**src/rtl/prog_loader.sv**
```systemverilog
// rtl/prog_loader.sv - byte-stream program memory loader that holds the CPU while it owns memory
module prog_loader #(
    parameter int Psize = 6,
    parameter int Isize = 24
) (
    input  logic             clk,
    input  logic             nReset,
    input  logic             start,
    input  logic             abort,
    input  logic [Psize-1:0] last_addr,
    input  logic             byte_valid,
    input  logic [7:0]       byte_data,
    output logic             byte_ready,
    input  logic [Psize-1:0] cpu_addr,
    output logic [Psize-1:0] mem_addr,
    output logic [Isize-1:0] mem_wdata,
    output logic             mem_we,
    output logic             cpu_hold,
    output logic             busy,
    output logic             done
);

    localparam int NB = Isize / 8;
    localparam int CW = (NB > 1) ? $clog2(NB) : 1;

    localparam logic [1:0] IDLE  = 2'd0;
    localparam logic [1:0] RECV  = 2'd1;
    localparam logic [1:0] WRITE = 2'd2;
    localparam logic [1:0] DONE  = 2'd3;

    logic [1:0]       state_q, state_d;
    logic [Psize-1:0] load_addr_q, load_addr_d;
    logic [Psize-1:0] last_q, last_d;
    logic [CW-1:0]    cnt_q, cnt_d;
    logic [Isize-1:0] asm_q, asm_d;
    logic             accept;

    assign byte_ready = (state_q == RECV);
    // Abort wins over a byte arriving in the same cycle.
    assign accept     = byte_ready & byte_valid & ~abort;

    always_comb begin
        state_d     = state_q;
        load_addr_d = load_addr_q;
        last_d      = last_q;
        cnt_d       = cnt_q;
        asm_d       = asm_q;
        case (state_q)
            IDLE, DONE: begin
                if (start) begin
                    state_d     = RECV;
                    load_addr_d = '0;
                    cnt_d       = '0;
                    last_d      = last_addr;
                end
            end
            RECV: begin
                if (abort) begin
                    state_d = IDLE;
                    cnt_d   = '0;
                    asm_d   = '0;
                end else if (accept) begin
                    asm_d = (asm_q << 8) | Isize'(byte_data);
                    if (cnt_q == CW'(NB - 1)) begin
                        cnt_d   = '0;
                        state_d = WRITE;
                    end else begin
                        cnt_d = cnt_q + CW'(1);
                    end
                end
            end
            WRITE: begin
                // Stop on the last address rather than comparing after increment, so it never wraps.
                if (load_addr_q == last_q) begin
                    state_d = DONE;
                end else begin
                    load_addr_d = load_addr_q + Psize'(1);
                    state_d     = RECV;
                end
            end
            default: state_d = IDLE;
        endcase
    end

    always_ff @(posedge clk or negedge nReset) begin
        if (!nReset) begin
            state_q     <= IDLE;
            load_addr_q <= '0;
            last_q      <= '0;
            cnt_q       <= '0;
            asm_q       <= '0;
        end else begin
            state_q     <= state_d;
            load_addr_q <= load_addr_d;
            last_q      <= last_d;
            cnt_q       <= cnt_d;
            asm_q       <= asm_d;
        end
    end

    assign busy      = (state_q == RECV) || (state_q == WRITE);
    assign cpu_hold  = busy;
    assign done      = (state_q == DONE);
    assign mem_we    = (state_q == WRITE);
    assign mem_wdata = asm_q;
    assign mem_addr  = busy ? load_addr_q : cpu_addr;

endmodule

```
**config.mk**
```make
export PLATFORM = sky130hd
export DESIGN_NAME = prog_loader
export DESIGN_NICKNAME = d
export VERILOG_FILES = /design/src/rtl/prog_loader.sv
export SDC_FILE = /design/constraint.sdc
export NUM_CORES = 1
export LEC_CHECK = 0
export CAP_MARGIN = 40
export CELL_PAD_IN_SITES_DETAIL_PLACEMENT = 1
export CELL_PAD_IN_SITES_GLOBAL_PLACEMENT = 2
export CORE_MARGIN = 5
export CORE_UTILIZATION = 35
export DETAILED_ROUTE_END_ITERATION = 10
export DONT_BUFFER_PORTS = 1
export HOLD_SLACK_MARGIN = 0.03
export PLACE_DENSITY_LB_ADDON = 0.1
export SYNTH_ARGS = -nofsm -noshare
export SYNTH_HDL_FRONTEND = slang
export SYNTH_SLANG_ARGS = --single-unit
```
**constraint.sdc**
```tcl
create_clock -name clk -period 1.75 [get_ports clk]
set_input_delay 0.175 -clock clk [delete_from_list [all_inputs] [get_ports clk]]
set_output_delay 0.175 -clock clk [all_outputs]
set_load 0.1 [all_outputs]
```
==> impl_metrics.py <==
metrics = {
    "sta": {
        "tightest_slew_ps": 296,
        "max_freq_mhz": 557,
        "setup_ws_ps": -44.4,
        "final.setup_skew_ps": 8.81,
        "hold_ws_ps": 42.5,
        "setup_tns_ps": -176,
        "period_share_pct": 103,
        "rsz0062_at_grt": "true",
        "setup_violations": 5,
        "finalMaxSlewViolations": 0,
        "slew_headroom_pct": 80.3,
        "hold_violations": 0,
        "period_minus_slack_ps": 1790,
    },
    "global_route": {
        "grt-ovfl-total": 0,
        "grt_first_pass_wirelength_um": 8310,
        "grt_util_all_layers_pct": 14.6,
        "antenna_found_initial": 0,
        "grt_pass1_vias": 1592,
        "grt_start_max_net_pins": 41,
    },
    "logic_synthesis": {
        "synth_edf_count": 0,
        "mappedNetlistNets": 183,
        "synth_ff_type": "dfrtp_1",
        "async_reset_ff_share_pct": 100,
        "netlist.top_cell.by_area": "dfrtp_1",
        "synth_compound_area_share_pct": 19.1,
        "ys_top_cells_by_area": "dfrtp_1 (54%), a22o_1 (12%), mux2_2 (6.6%)",
        "muxShareOfSynthArea_pct": 8.31,
        "ys_types": 36,
        "synth_xor_area_share_pct": 2.82,
        "synth_fa_ha_area_share_pct": 2.68,
        "syn_area_mm2": 0.00187,
        "synth_seq_area_share_pct": 53.6,
        "ys_ff_latch": 40,
        "syn_inst": 154,
        "synth_top_family_by_area": "compound AO/OA/AOI/OAI gates",
        "synth.top_cell.area_share_pct": 53.6,
        "synthSimpleGateAreaFrac_pct": 10.4,
        "yosysMostFrequentCell": "dfrtp_1",
        "syn_area_per_cell_um2": 12.1,
        "yosys_warnings": 0,
        "synth.top_cells.by_count": "dfrtp_1 (40), a22o_1 (26), mux2_2 (11)",
    },
    "cts": {
        "insertion_delay_ps": 280,
        "clk_path_buf_depth": 2,
        "cts_made_buffers": 5,
        "cts_tree": "built",
        "htree_levels": 2,
        "cts_sinks": 40,
        "cts.clk_slew.worst_paths_ps": 80,
        "root_buffer": "clkbuf_8",
    },
    "layout": {
        "layoutNonFillerInstCount": 287,
        "diodes": 0,
        "nets": 246,
        "areaGrowthSynthToFinish_pct": 45.0,
        "drive_above_1_share_pct": 39.2,
        "postLayoutCellArea_mm2": 0.00271,
        "fillers": 561,
    },
    "die": {
        "die_h_um": 83.0,
        "row_count": 26,
        "die_w_um": 83.0,
        "dieArea_mm2": 0.00689,
        "io-pin-count": 60,
        "core_mm2": 0.00514,
        "start_util_pct": 36.3,
    },
    "placement": {
        "io_buffers": 0,
        "dpl-instance-area_mm2": 0.00237,
        "place_congestion": 0.733,
        "dp.final_hpwl_um": 3540,
        "placed_cells": 260,
    },
    "worst_setup_path": {
        "end_kind": "primary output",
        "r2r_cells": 5,
        "cp-start-kind": "register",
        "rrSetupSlack_ps": 30,
        "crit_arrival_ps": 1620,
        "path_class": "register to primary output",
        "worstReg2RegStart": "state_q[1]",
        "cp_max_fo": 10,
        "rr_endpoint": "load_addr_q[0]",
        "required_ps": 1570,
    },
    "run_status": {
        "violations": "setup timing",
        "status": "finished with violations",
    },
    "worst_hold_path": {
        "hold_end": "last_q[5]",
        "hold_start": "last_addr[5]",
        "hold-path-cell-count": 1,
        "hp-class": "primary input to register",
    },
    "route": {
        "via_count": 1485,
        "drc": 0,
        "via_per_inst": 5.17,
        "wire_per_inst_um": 17.3,
        "firstDrtPassIters": 4,
        "drt_iter0_markers": 58,
        "wirelength_um": 4970,
        "ant_nets": 0,
    },
    "flow_run": {
        "max-cap-violations": 0,
    },
}
==> per-stage QoR <==
step           utilization [%]  setup WS (ps)
2_1_floorplan                -           -129
3_3_place_gp              46.1            127
3_5_place_dp              46.1           61.6
4_1_cts                   51.2          -62.3
5_1_grt                   52.7          -77.2
6_report                  52.7          -44.4
==> sequential cells by signal (all words and copies together) (netlist names) <==
signal,cells
mem_wdata,24
cnt_q,2
last_q,6
load_addr_q,6
state_q,2
==> logic make-up after synthesis <==
| group | count (synthesis) |
|---|---|
| xor gates and xnor gates | 6 |
| adders and majority gates | 4 |
| and+or+nand+nor | 32 |
| buffers and inverters | 13 |
| DFF | 40 |
| AOI/OAI and AO/OA | 45 |
| muxes | 14 |
==> how the worst max path moves through the flow <==
stage,from,end,slack [ps]
3_3_place_gp,state_q[0],load_addr_q[0],130
5_1_grt,state_q[1],mem_addr[3],-80
6_report,state_q[1],mem_addr[3],-40
4_1_cts,state_q[1],mem_addr[4],-60
2_1_floorplan,state_q[1],mem_wdata[10],-130
3_5_place_dp,state_q[0],load_addr_q[0],60
==> critical path: stages (launching register included) <==
cell	delay (ps)
dfrtp_2	430
ha_4	280
buf_12	130
mux2_4	320
buf_12	170
==> routing by layer <==
| layer | up-vias | share of wire, % | track usage (%) |
|---|---|---|---|
| met5 | - | 0 | 0 |
| met1 | 757 | 44 | 19.3 |
| li1 | 690 | - | - |
| met3 | 4 | 3.6 | 3.76 |
| met2 | 34 | 52 | 24.1 |
| met4 | 0 | 0.58 | 3.12 |
==> cell type report <==
cell class / instances / area, µm² / share of cell area (%)
Clock buffer: 6 / 72.6 / 2.68
Clock inverter: 1 / 5.00 / 0.185
Inverter: 5 / 22.5 / 0.832
Multi-Input combinational cell: 101 / 885 / 32.7
Sequential cell: 40 / 1000 / 37.0
Tap cell: 70 / 87.6 / 3.24
Timing Repair Buffer: 64 / 632 / 23.3
==> layout by cell type, fill, tap and decap left out, types with 2 or more instances in the layout <==
cell,instances
a21oi_1,2
a22o_1,26
and2_1,2
buf_12,9
buf_4,42
clkbuf_8,5
dfrtp_1,39
dlygate4sd3_1,11
ha_1,2
inv_1,3
mux2_2,7
mux2_4,4
nand2_1,6
nand2b_1,2
nand3_1,2
nor2_1,3
nor2b_1,4
nor3_1,2
o21ai_0,7
o21ai_4,2
o2bb2ai_1,2
or3b_2,2
xnor2_1,6
==> repair_timing <==
item | CTS | global route
buffers inserted | 5 | 3
hold buffers | 9 | 3
endpoints found under the hold margin | 47 | 3
pin swaps | 0 | 2
setup endpoints to repair | 8 | 33
resized for setup | 12 | 4
Power is left out: the tool's default activity adds up to more than one toggle a clock period on the data nets, which glitch-free logic cannot reach.
